**src/rtl/nvdla_afifo_wr_ctrl_if.sv**
```systemverilog
// Push/RAM/pointer bundle between a write-side producer and the async FIFO
// write controller. The controller connects through the slave modport.
interface nvdla_afifo_wr_ctrl_if #(
  parameter int unsigned DEPTH_LOG2 = 5,
  parameter int unsigned WIDTH      = 32
);
  localparam int unsigned AW = DEPTH_LOG2;

  logic             wr_pvld;
  logic             wr_prdy;
  logic [WIDTH-1:0] wr_pd;
  logic [AW:0]      rd_ptr_gray_sync;
  logic             enable_w;
  logic             ram_we;
  logic [AW-1:0]    ram_wa;
  logic [WIDTH-1:0] ram_wd;
  logic [AW:0]      wr_ptr_gray;
  logic [AW:0]      wr_count;
  logic             wr_clk_en;
  logic             ovf_err;

  modport master (
    output wr_pvld, wr_pd, rd_ptr_gray_sync, enable_w,
    input  wr_prdy, ram_we, ram_wa, ram_wd, wr_ptr_gray, wr_count,
           wr_clk_en, ovf_err
  );

  modport slave (
    input  wr_pvld, wr_pd, rd_ptr_gray_sync, enable_w,
    output wr_prdy, ram_we, ram_wa, ram_wd, wr_ptr_gray, wr_count,
           wr_clk_en, ovf_err
  );
endinterface

```
**src/rtl/nvdla_afifo_wr_ctrl.sv**
```systemverilog
// Write-domain controller for NVDLA async FIFOs: push handshake, RAM write
// port, binary/Gray write pointers, full detection against the synchronized
// read pointer, and the DFT-qualified write clock-gate enable.
module nvdla_afifo_wr_ctrl #(
  parameter int unsigned DEPTH_LOG2 = 5,
  parameter int unsigned WIDTH      = 32
) (
  input  logic                nvdla_core_clk,
  input  logic                nvdla_core_rstn,
  nvdla_afifo_wr_ctrl_if.slave bus
);
  localparam int unsigned AW = DEPTH_LOG2;
  localparam logic [AW:0] FULL_LVL = {1'b1, {AW{1'b0}}};

  function automatic logic [AW:0] bin2gray(input logic [AW:0] b);
    return b ^ (b >> 1);
  endfunction

  logic [AW:0]      wr_ptr_bin_q,  wr_ptr_bin_d;
  logic [AW:0]      wr_ptr_gray_q, wr_ptr_gray_d;
  logic             ram_we_q,      ram_we_d;
  logic [AW-1:0]    ram_wa_q,      ram_wa_d;
  logic [WIDTH-1:0] ram_wd_q,      ram_wd_d;
  logic             ovf_err_q,     ovf_err_d;

  logic [AW:0] rd_ptr_bin;
  logic [AW:0] wr_count;
  logic        wr_prdy;
  logic        acc;
  logic        gray_pend;

  // Gray-to-binary of the synchronized read pointer: bit i is the XOR of all
  // Gray bits at or above i.
  always_comb begin
    rd_ptr_bin = '0;
    for (int unsigned i = 0; i <= AW; i++) begin
      rd_ptr_bin[i] = ^(bus.rd_ptr_gray_sync >> i);
    end
  end

  // Occupancy, handshake and clock-gate enable from registered state.
  always_comb begin
    wr_count  = wr_ptr_bin_q - rd_ptr_bin;
    wr_prdy   = bus.enable_w & (wr_count < FULL_LVL);
    acc       = bus.wr_pvld & wr_prdy;
    gray_pend = (wr_ptr_gray_q != bin2gray(wr_ptr_bin_q));
  end

  // Next-state: pointer advance, RAM write stage capture, Gray publish of the
  // current (pre-advance) pointer so it trails the RAM write by a cycle.
  always_comb begin
    wr_ptr_bin_d  = wr_ptr_bin_q + {{AW{1'b0}}, acc};
    wr_ptr_gray_d = bin2gray(wr_ptr_bin_q);
    ram_we_d      = acc;
    ram_wa_d      = ram_wa_q;
    ram_wd_d      = ram_wd_q;
    if (acc) begin
      ram_wa_d = wr_ptr_bin_q[AW-1:0];
      ram_wd_d = bus.wr_pd;
    end
    ovf_err_d     = ovf_err_q | (wr_count > FULL_LVL);
  end

  // State registers with synchronous active-low reset.
  always_ff @(posedge nvdla_core_clk) begin
    if (!nvdla_core_rstn) begin
      wr_ptr_bin_q  <= '0;
      wr_ptr_gray_q <= '0;
      ram_we_q      <= 1'b0;
      ram_wa_q      <= '0;
      ram_wd_q      <= '0;
      ovf_err_q     <= 1'b0;
    end else begin
      wr_ptr_bin_q  <= wr_ptr_bin_d;
      wr_ptr_gray_q <= wr_ptr_gray_d;
      ram_we_q      <= ram_we_d;
      ram_wa_q      <= ram_wa_d;
      ram_wd_q      <= ram_wd_d;
      ovf_err_q     <= ovf_err_d;
    end
  end

  assign bus.wr_prdy     = wr_prdy;
  assign bus.ram_we      = ram_we_q;
  assign bus.ram_wa      = ram_wa_q;
  assign bus.ram_wd      = ram_wd_q;
  assign bus.wr_ptr_gray = wr_ptr_gray_q;
  assign bus.wr_count    = wr_count;
  assign bus.wr_clk_en   = bus.enable_w & (bus.wr_pvld | ram_we_q | gray_pend);
  assign bus.ovf_err     = ovf_err_q;

endmodule

```
**src/flat_wrapper.sv**
```systemverilog
// flat-port wrapper written by rule: the top's interface ports become plain ports
module nvdla_afifo_wr_ctrl_flat 
#(
  parameter int unsigned DEPTH_LOG2 = 5,
  parameter int unsigned WIDTH      = 32
)
  (nvdla_core_clk, nvdla_core_rstn, bus_wr_pvld, bus_wr_pd, bus_rd_ptr_gray_sync, bus_enable_w, bus_wr_prdy, bus_ram_we, bus_ram_wa, bus_ram_wd, bus_wr_ptr_gray, bus_wr_count, bus_wr_clk_en, bus_ovf_err);
  nvdla_afifo_wr_ctrl_if #(.DEPTH_LOG2(DEPTH_LOG2), .WIDTH(WIDTH)) bus_i ();
  input  logic nvdla_core_clk;
  input  logic nvdla_core_rstn;
  input wire logic [$bits(bus_i.wr_pvld)-1:0] bus_wr_pvld;
  input wire logic [$bits(bus_i.wr_pd)-1:0] bus_wr_pd;
  input wire logic [$bits(bus_i.rd_ptr_gray_sync)-1:0] bus_rd_ptr_gray_sync;
  input wire logic [$bits(bus_i.enable_w)-1:0] bus_enable_w;
  output wire logic [$bits(bus_i.wr_prdy)-1:0] bus_wr_prdy;
  output wire logic [$bits(bus_i.ram_we)-1:0] bus_ram_we;
  output wire logic [$bits(bus_i.ram_wa)-1:0] bus_ram_wa;
  output wire logic [$bits(bus_i.ram_wd)-1:0] bus_ram_wd;
  output wire logic [$bits(bus_i.wr_ptr_gray)-1:0] bus_wr_ptr_gray;
  output wire logic [$bits(bus_i.wr_count)-1:0] bus_wr_count;
  output wire logic [$bits(bus_i.wr_clk_en)-1:0] bus_wr_clk_en;
  output wire logic [$bits(bus_i.ovf_err)-1:0] bus_ovf_err;
  assign bus_i.wr_pvld = bus_wr_pvld;
  assign bus_i.wr_pd = bus_wr_pd;
  assign bus_i.rd_ptr_gray_sync = bus_rd_ptr_gray_sync;
  assign bus_i.enable_w = bus_enable_w;
  assign bus_wr_prdy = bus_i.wr_prdy;
  assign bus_ram_we = bus_i.ram_we;
  assign bus_ram_wa = bus_i.ram_wa;
  assign bus_ram_wd = bus_i.ram_wd;
  assign bus_wr_ptr_gray = bus_i.wr_ptr_gray;
  assign bus_wr_count = bus_i.wr_count;
  assign bus_wr_clk_en = bus_i.wr_clk_en;
  assign bus_ovf_err = bus_i.ovf_err;
  nvdla_afifo_wr_ctrl #(.DEPTH_LOG2(DEPTH_LOG2), .WIDTH(WIDTH)) u_core (.nvdla_core_clk(nvdla_core_clk), .nvdla_core_rstn(nvdla_core_rstn), .bus(bus_i));
endmodule
```
**config.mk**
```make
export PLATFORM = sky130hd
export DESIGN_NAME = nvdla_afifo_wr_ctrl_flat
export DESIGN_NICKNAME = d
export VERILOG_FILES = /design/src/rtl/nvdla_afifo_wr_ctrl_if.sv /design/src/rtl/nvdla_afifo_wr_ctrl.sv /design/src/flat_wrapper.sv
export SDC_FILE = /design/constraint.sdc
export NUM_CORES = 1
export LEC_CHECK = 0
export CAP_MARGIN = 5
export CORE_MARGIN = 2
export CORE_UTILIZATION = 43
export DETAILED_ROUTE_END_ITERATION = 10
export HOLD_SLACK_MARGIN = 0.05
export MAX_ROUTING_LAYER = met4
export PLACE_DENSITY_LB_ADDON = 0.05
export SLEW_MARGIN = 25
export SYNTH_ARGS = -nofsm -noshare
export SYNTH_HDL_FRONTEND = slang
export SYNTH_SLANG_ARGS = --single-unit
```
**constraint.sdc**
```tcl
create_clock -name nvdla_core_clk -period 5.55 [get_ports nvdla_core_clk]
set_clock_uncertainty 0.05 [all_clocks]
set_input_delay 1.665 -clock nvdla_core_clk [delete_from_list [all_inputs] [get_ports nvdla_core_clk]]
set_output_delay 1.665 -clock nvdla_core_clk [all_outputs]
set_load 0.02 [all_outputs]
```
Yosys cells after proc, flatten, opt, wreduce, memory -nomap -nowiden
Cells that the tools add are included.
- flip-flop bits (word level): 51
- input port bits: 42
- output and inout bits: 53
- word-level logic and storage cells: 24
- add/sub/neg operators: 2
- $lt $le $gt $ge: 2
- equal/unequal tests: 1
- bitwise operators: 7
- reduce and logical (&&, ||, !) cells: 6
- operators by type and width (kind ; number):
    $reduce_xor A6 Y1 ; 6
    $add A6 B1 Y6 ; 1
    $gt A6 B6 Y1 const B ; 1
    $lt A6 B6 Y1 const B ; 1
    $ne A6 B6 Y1 ; 1
    $sub A6 B6 Y6 ; 1
    $xor A6 B5 Y6 ; 1
    $and A1 B1 Y1 ; 3
    $or A1 B1 Y1 ; 3

Logic depth before layout (Yosys ltp)
- word-level depth: 6
- mapped depth: 16
- gate-level depth less buffers: 15

Least setup slack after synthesis
No wires, ideal clock.
- kind: in2out
- start point: input bus_rd_ptr_gray_sync[4]
- end point: output bus_wr_prdy
- data arrival time: 4097 ps
- required time: 3835 ps
- slack: -262 ps
- stages on the path: 10
- buffers on the path: 0
- cells stage by stage: xnor2_2 -> xor2_1 -> xor2_1 -> xor2_1 -> ha_1 -> nor2b_1 -> o2111a_1 -> or2_2 -> xor2_1 -> nor2_1
- longest elaborated chain between the ends: 4
- elaborated cells on any way between the ends: 8
- those cells by class: add/sub: 1; order compare: 1; bitwise: 1; reduce/logical: 5
- ends and longest elaborated chain (element ; RTL line ; RTL):
    from (decl) ; flat_wrapper.sv:13 ; input wire logic [$bits(bus_i.rd_ptr_gray_sync)-1:0] bus_rd_ptr_gray_sync;
    $reduce_xor A6 Y1 ; nvdla_afifo_wr_ctrl.sv:37 ; rd_ptr_bin[i] = ^(bus.rd_ptr_gray_sync >> i);
    $sub A6 B6 Y6 (*) ; nvdla_afifo_wr_ctrl.sv:43 ; wr_count = wr_ptr_bin_q - rd_ptr_bin;
    named net bus_wr_count[5] ; flat_wrapper.sv:20 ; output wire logic [$bits(bus_i.wr_count)-1:0] bus_wr_count;
    $lt A6 B6 Y1 (*) ; nvdla_afifo_wr_ctrl.sv:44 ; wr_prdy = bus.enable_w & (wr_count < FULL_LVL);
    $and A1 B1 Y1 (*) ; nvdla_afifo_wr_ctrl.sv:44 ;
    to (decl) ; flat_wrapper.sv:15 ; output wire logic [$bits(bus_i.wr_prdy)-1:0] bus_wr_prdy;
Mark *: on every way through the listed nets, which the timed path passes. The rest lies on a longest branch.

Worst setup path after layout
- start point: input bus_rd_ptr_gray_sync[4]
- end point: output bus_wr_prdy
- longest elaborated chain between the ends: 4
- elaborated cells on any way between the ends: 8
- those cells by class: add/sub: 1; order compare: 1; bitwise: 1; reduce/logical: 5
- ends and longest elaborated chain (element ; RTL line):
    $reduce_xor A6 Y1 ; nvdla_afifo_wr_ctrl.sv:37
    $sub A6 B6 Y6 (*) ; nvdla_afifo_wr_ctrl.sv:43
    $lt A6 B6 Y1 (*) ; nvdla_afifo_wr_ctrl.sv:44
    $and A1 B1 Y1 (*) ; nvdla_afifo_wr_ctrl.sv:44
Mark *: on every way between the ends. The rest lies on a longest branch, timed or not.

==> metrics.md <==
| Metric | Value |
|---|---|
| Net count of the mapped netlist | `313` |
| Number of vias after detailed routing | `2,059` |
| CP Class | `input pin to primary output` |
| Global Route Usage Sum | `18.7%` |
| Vert. Die Dim | `78.5 microns` |
| Core area | `0.00544 sq mm` |
| Die ar. | `0.00616 sq mm` |
| Post-synthesis to final-layout area growth | `55.7%` |
| Number of global-route vias before repair | `2,089` |
| Flops & latches, synth | `51` |
| Area share of the largest cell type after synthesis | `42.8%` |
| Synth top area cells | `sky130_fd_sc_hd__dfxtp_1 43%, sky130_fd_sc_hd__mux2i_1 16%, sky130_fd_sc_hd__nand2_1 13%` |
| Netlist Area Pre-Place | `0.00239 sq mm` |
| Switching power | `260 uW` |
| Fraction of the cycle the final worst path needs | `102%` |
| CP Launch Type | `input pin` |
| Weighted congestion at the end of routability-driven global placement | `0.849` |
| Internal power | `612 uW` |
| Part of the Yosys area used for sequential elements | `42.8%` |
| Residual DRC | `0` |
| Number of violations reported at the end of detailed-routing iteration 0 | `69` |
| Number of buffers inserted during clock tree synthesis | `5` |
| WL/cell | `11.9 microns` |
| Final core occ | `68.3%` |
| Clock-pin transition on the worst setup and hold timing paths | `0.09 ns` |
| Combinational group share of total power | `31.3%` |
| Final Power | `872 uW` |
| Rel. slew slack | `60.4%` |
| TritonCTS clock tree | `done` |
| YS warnings | `0` |
| P per Cell Area | `235 mW/mm^2` |
| Type of element capturing the critical path | `primary output` |
| Number of endpoints with negative hold slack in the final report | `0` |
| Worst slew pin tran | `0.595 ns` |
| Maximum fanout count along the critical path | `3` |
| Post-DP HPWL | `3730 microns` |
| Netlist cell types | `29` |
| Reported leakage power | `1.51 nW` |
| Cell type with the largest total area after synthesis | `sky130_fd_sc_hd__dfxtp_1` |
| Required time reported for the critical path endpoint | `3.84 ns` |
| Die Width | `78.5 microns` |
| Clock insertion delay at the later pin of the skew report | `0.30 ns` |
| Count of pins over their slew limit | `0` |
| Arrival time reported for the critical path endpoint | `3.96 ns` |
| ANT cells | `0` |
| Pin count of the biggest net entering global routing | `69` |
| Finish-stage setup viols | `3` |
| Highest achievable clock rate | `176 MHz` |
| Net count reported at finish | `427` |
| Proportion of layout cells with a drive suffix above 1 | `16.8%` |
| Worst VDD drop | `125 uV` |
| Antenna-violating nets left | `0` |
| Result of the run | `complete, but fails checks` |
| Count of input and output buffers | `94` |
| Vias per cell | `4.61` |
| Wire length of the first global-routing pass | `9090 microns` |
| Hold WC Path Type | `flop to flop` |
| Post-synthesis area per instance | `9.18 sq um` |
| Number of H-tree levels | `2` |
| Violations in the final reports | `negative setup slack` |
| Hold buffers post-CTS | `0` |
| Clock sink count | `51` |
| Maximum buffer depth of the clock tree | `2` |
| Setup repair after global routing missed its margin | `yes` |
| Seq pwr share | `44.2%` |
| Switching part of the total | `29.8%` |
| Final worst setup slack | `-0.125 ns` |
| Effective utilization at floorplan | `43.9%` |
| GRT overflow | `0` |
| Portion of total power attributed to the clock network | `24.5%` |
| Root buffer cell | `sky130_fd_sc_hd__clkbuf_8` |
| Count of mapped cells out of synthesis | `260` |
| Initial antenna violation count | `0` |
| Post-detailed-routing wire length | `5310 microns` |
| IO Count | `95` |
| Clock period minus final worst setup slack | `5.67 ns` |
| Number of placement rows | `27` |
| Max-capacitance violation count | `0` |
| Detailed Routing Iterations Pass 1 | `4` |
[cells by family after synthesis]
logic type	share of synthesized area [%]
simple gates	18.7
mux	15.5
fa+ha+maj	6.08
compound gates	2.99
buf+inv	5.51
xor+xnor	8.39
flops	42.8
[placed cells by master (no fill, tap or decap), types with 2 or more instances in the layout]
master / n
sky130_fd_sc_hd__a21oi_1: 3
sky130_fd_sc_hd__a21oi_4: 2
sky130_fd_sc_hd__and2_1: 8
sky130_fd_sc_hd__buf_4: 30
sky130_fd_sc_hd__buf_6: 2
sky130_fd_sc_hd__buf_8: 2
sky130_fd_sc_hd__clkbuf_8: 5
sky130_fd_sc_hd__clkdlybuf4s50_1: 84
sky130_fd_sc_hd__clkinv_2: 2
sky130_fd_sc_hd__dfxtp_1: 51
sky130_fd_sc_hd__ha_1: 9
sky130_fd_sc_hd__inv_1: 7
sky130_fd_sc_hd__mux2i_1: 37
sky130_fd_sc_hd__nand2_1: 80
sky130_fd_sc_hd__nand3_1: 3
sky130_fd_sc_hd__nor2_1: 6
sky130_fd_sc_hd__nor4_1: 2
sky130_fd_sc_hd__o211ai_1: 2
sky130_fd_sc_hd__xnor2_1: 8
sky130_fd_sc_hd__xor2_1: 7
sky130_fd_sc_hd__xor2_2: 4
[flip-flops by register name (all words and copies together) (netlist names)]
name and cells:
u_core.bus.ram_we 1, u_core.bus.ovf_err 1, u_core.bus.wr_ptr_gray 6, u_core.wr_ptr_bin_q 6, u_core.bus.ram_wd 32, u_core.bus.ram_wa 5
[per-layer routing]
metal  wire [microns]  GRT usage, %  vias to the layer above
li1                 -             -                     1065
met1             2320          21.6                      935
met2             2620          32.0                       54
met3              330          5.29                        5
met4               45          5.26                        0
met5                0             -                        -
[synthesized netlist by cell type, drive strengths merged]
cell type,instances
o2111ai,1
o21ai,1
buf,5
clkbuf,9
xnor2,10
ha,10
o2111a,1
inv,8
a31oi,1
or2,2
dfxtp,51
nand3,3
a21oi,5
xor2,12
o211ai,2
fa,1
and2,8
nor2b,1
mux2i,37
nand2,81
or4,1
nand2b,1
nor4,2
nor2,7
[per-stage QoR]
step	setup slack, ns	area [sq um]	cells	hold WS (ns)	TNS, ns
finish	-0.125	3720	447	0.408	-0.314
detailed placement	-1.15	3470	428	0.395	-6.18
CTS	-0.140	3650	443	0.414	-0.380
floorplan	-0.0375	2430	260	0.428	-0.0375
global route	-0.252	3720	447	0.427	-0.773
global placement	-1.04	3470	428	0.391	-5.53
[critical path, cell delays in order]
cell and delay, ns:
sky130_fd_sc_hd__buf_8 0.10, sky130_fd_sc_hd__xnor2_4 0.19, sky130_fd_sc_hd__xor2_2 0.24, sky130_fd_sc_hd__xor2_2 0.26
sky130_fd_sc_hd__xor2_2 0.22, sky130_fd_sc_hd__xnor2_1 0.14, sky130_fd_sc_hd__ha_2 0.23, sky130_fd_sc_hd__nor2b_1 0.05
sky130_fd_sc_hd__o2111a_1 0.24, sky130_fd_sc_hd__or2_4 0.26, sky130_fd_sc_hd__xor2_4 0.16, sky130_fd_sc_hd__nor2_4 0.08
sky130_fd_sc_hd__buf_6 0.11
[power groups by stage]
stage,combinational (mW),sequential (mW),clock (mW)
after floorplan,0.116,0.407,0
after global placement,0.237,0.393,0
after detailed placement,0.239,0.394,0
after CTS,0.258,0.385,0.225
after global routing,0.294,0.387,0.238
final,0.273,0.385,0.214
[worst paths after layout]
path | startpoint | endpoint | slack [ns] | depth (start not counted)
max | bus_rd_ptr_gray_sync[4] | bus_wr_prdy | -0.12 | 13
min | u_core.bus.ram_wd[2] | u_core.bus.ram_wd[2] | 0.41 | 2
max reg2reg | u_core.wr_ptr_bin_q[1] | u_core.wr_ptr_bin_q[4] | 2.88 | 11
min reg2reg | u_core.bus.ram_wd[2] | u_core.bus.ram_wd[2] | 0.41 | 2
[timing repair]
| item | 4_1_cts | 5_1_grt |
|---|---|---|
| pin swaps | 12 | 11 |
| resized for setup | 47 | 12 |
| buffers inserted | 7 | 4 |
| endpoints found under the hold margin | 0 | 0 |
| setup endpoints to repair | 7 | 7 |
[layout make-up]
cell class	count	area [sq um]
Clock buffer	5	68.8
Sequential cell	51	1020
Inverter	8	30.0
Tap cell	72	90.1
Multi-Input combinational cell	187	1350
Fill cell	440	1720
Timing Repair Buffer	121	1140
Clock inverter	3	18.8
Power figures use the tool's default switching activity.
==> patch, RTL diff (same settings) <==
`DEPTH_LOG2` is set to 5 in 3 places; all go to 4.
--- a/src/rtl/nvdla_afifo_wr_ctrl_if.sv
+++ b/src/rtl/nvdla_afifo_wr_ctrl_if.sv
@@ -1,7 +1,7 @@
 // Push/RAM/pointer bundle between a write-side producer and the async FIFO
 // write controller. The controller connects through the slave modport.
 interface nvdla_afifo_wr_ctrl_if #(
-  parameter int unsigned DEPTH_LOG2 = 5,
+  parameter int unsigned DEPTH_LOG2 = 4,
   parameter int unsigned WIDTH      = 32
 );
   localparam int unsigned AW = DEPTH_LOG2;
--- a/src/rtl/nvdla_afifo_wr_ctrl.sv
+++ b/src/rtl/nvdla_afifo_wr_ctrl.sv
@@ -2,7 +2,7 @@
 // port, binary/Gray write pointers, full detection against the synchronized
 // read pointer, and the DFT-qualified write clock-gate enable.
 module nvdla_afifo_wr_ctrl #(
-  parameter int unsigned DEPTH_LOG2 = 5,
+  parameter int unsigned DEPTH_LOG2 = 4,
   parameter int unsigned WIDTH      = 32
 ) (
   input  logic                nvdla_core_clk,
--- a/src/flat_wrapper.sv
+++ b/src/flat_wrapper.sv
@@ -1,7 +1,7 @@
 // flat-port wrapper written by rule: the top's interface ports become plain ports
 module nvdla_afifo_wr_ctrl_flat 
 #(
-  parameter int unsigned DEPTH_LOG2 = 5,
+  parameter int unsigned DEPTH_LOG2 = 4,
   parameter int unsigned WIDTH      = 32
 )
   (nvdla_core_clk, nvdla_core_rstn, bus_wr_pvld, bus_wr_pd, bus_rd_ptr_gray_sync, bus_enable_w, bus_wr_prdy, bus_ram_we, bus_ram_wa, bus_ram_wd, bus_wr_ptr_gray, bus_wr_count, bus_wr_clk_en, bus_ovf_err);
Interface: changed (resized bus_ram_wa, bus_rd_ptr_gray_sync, bus_wr_count and bus_wr_ptr_gray); port bits go from 95 to 91. No check against the original RTL was run, so the function may have changed too.
==> patch against the unedited design <==
  * Largest cell class unchanged
  * Hold slack improved by 61 ps
  * Non-clock buffer count decreased by 15
  * Clock power increased by 16%
  * Global-route usage decreased by 1.6 points
  * Worst setup slack improved by 200 ps
  * Synthesized area decreased by 10%
  * Routed wire length decreased by 13%
  * Power decreased by 4.2%
  * Register-to-register slack got worse by 140 ps
  * Cell area decreased by 10%
  * Sequential share of layout area increased by 1.3 points
  * Critical path depth unchanged
  * Sequential cell count decreased by 3
==> patch: results <==
{
  "largest_register_ffs": 32,
  "switching_power_w": 0.000221,
  "p_comb_w": 0.000222,
  "ctsResizeCount": 34,
  "dp_slack_ps": -1040,
  "port_buffers": 90,
  "seq_power_w": 0.000364,
  "cts_inserted_buffers": 5,
  "synth_nets": 245,
  "stdcell_count": 366,
  "cts.clk_slew.worst_paths_ps": 90,
  "crit_fanout": 2,
  "finalSetupViolCount": 0,
  "wl_per_cell_um": 12.6,
  "root_buffer": "clkbuf_8",
  "ys.flop_type": "dfxtp_1",
  "vias_per_cell": 4.49,
  "ys_types": 24,
  "ys_top_cells_by_area": "dfxtp_1, mux2i_1, nor2b_1",
  "leakage_nw": 1.51,
  "post-cts-setup-buffers": 2,
  "nNetsFinal": 348,
  "arrival_ps": 3760,
  "antenna_found_initial": 0,
  "fin_util_pct": 70.2,
  "worstHoldPathType": "flip-flop to flip-flop",
  "synthArstFlopShare_pct": 0,
  "grt_usage_pct": 17.2,
  "place_area_um2": 3120,
  "grt_pass1_vias": 1537,
  "area_delta_synth_final_pct": 56.1,
  "drt_first_pass_iters": 4,
  "avgSynthCellArea_um2": 11.0,
  "synthDominantCellAreaShare_pct": 44.9,
  "comb_power_share_pct": 26.6,
  "drt_iter0_markers": 54,
  "cts_max_level": 2,
  "final_layout_size_suffix_gt1_share_pct": 13.4,
  "seq_area_frac_synth_pct": 44.9,
  "worst_slew_pin_slew_ps": 391,
  "n_antenna_cell": 0,
  "max-clock-path-buffers": 2,
  "fill_cells": 386,
  "routabilityCongestion": 0.737,
  "grt_max_degree": 49,
  "synthTopCellsByCount": "dfxtp_1, nor2b_1, mux2i_1",
  "dpl.hpwl_mm": 3.28,
  "dp_cells": 354,
  "peakVddDrop_uv": 197,
  "clk_latency_ps": 290,
  "status": "complete, no violations",
  "grt_first_pass_wirelength_mm": 7.09,
  "yosys_warnings": 0
}
[patch: cell count changes after synthesis, sizes merged, moves of 3 or more]
cell    change
nand2      -76
nor2b      +37
xor2        -7
clkbuf      -4
nor2        -4
a21oi       -3
dfxtp       -3
xnor2       +3
[patch: final timing paths]
kind | to | slack (ps) | from | cells past startpoint
max reg2reg | u_core.wr_ptr_bin_q[4] | 2740 | u_core.wr_ptr_bin_q[0] | 14
min | u_core.bus.ram_wd[1] | 470 | u_core.bus.ram_wd[1] | 2
min reg2reg | u_core.bus.ram_wd[1] | 470 | u_core.bus.ram_wd[1] | 2
max | bus_wr_count[4] | 80 | bus_rd_ptr_gray_sync[4] | 13
[patch: area by class of cell]
class / instances / share of cell area [%]
Clock buffer: 5 / 2.06
Clock inverter: 3 / 1.27
Inverter: 7 / 0.787
Multi-Input combinational cell: 130 / 33.9
Sequential cell: 48 / 28.8
Tap cell: 67 / 2.51
Timing Repair Buffer: 106 / 30.7
[patch: logic make-up after synthesis]
kind of cell	after synthesis	synth area share (%)
flip-flops	48	44.9
AND/OR/NAND/NOR	61	16.9
XOR/XNOR	18	7.72
AO/OA/AOI/OAI	5	1.58
multiplexers	37	17.3
buffers and inverters	17	5.97
adder cells (fa/ha/maj)	9	5.62
[patch: per-layer routing]
layer  track usage, %  share of wire [%]  vias to the layer above
met5                -                  0                        -
met4             4.17               0.73                        0
met3             5.28                7.6                        4
met2             26.8                 46                       53
met1             21.8                 46                      750
li1                 -                  -                      836
[patch: critical path, cell delays in order]
cell and delay (ps):
buf_8 110, xnor2_4 180, xor2_2 220, xor2_2 200, xnor2_1 100, ha_2 190
fa_2 370, nand2b_4 160, a21oi_4 150, xnor2_2 130, buf_4 130, inv_2 30
buf_6 120
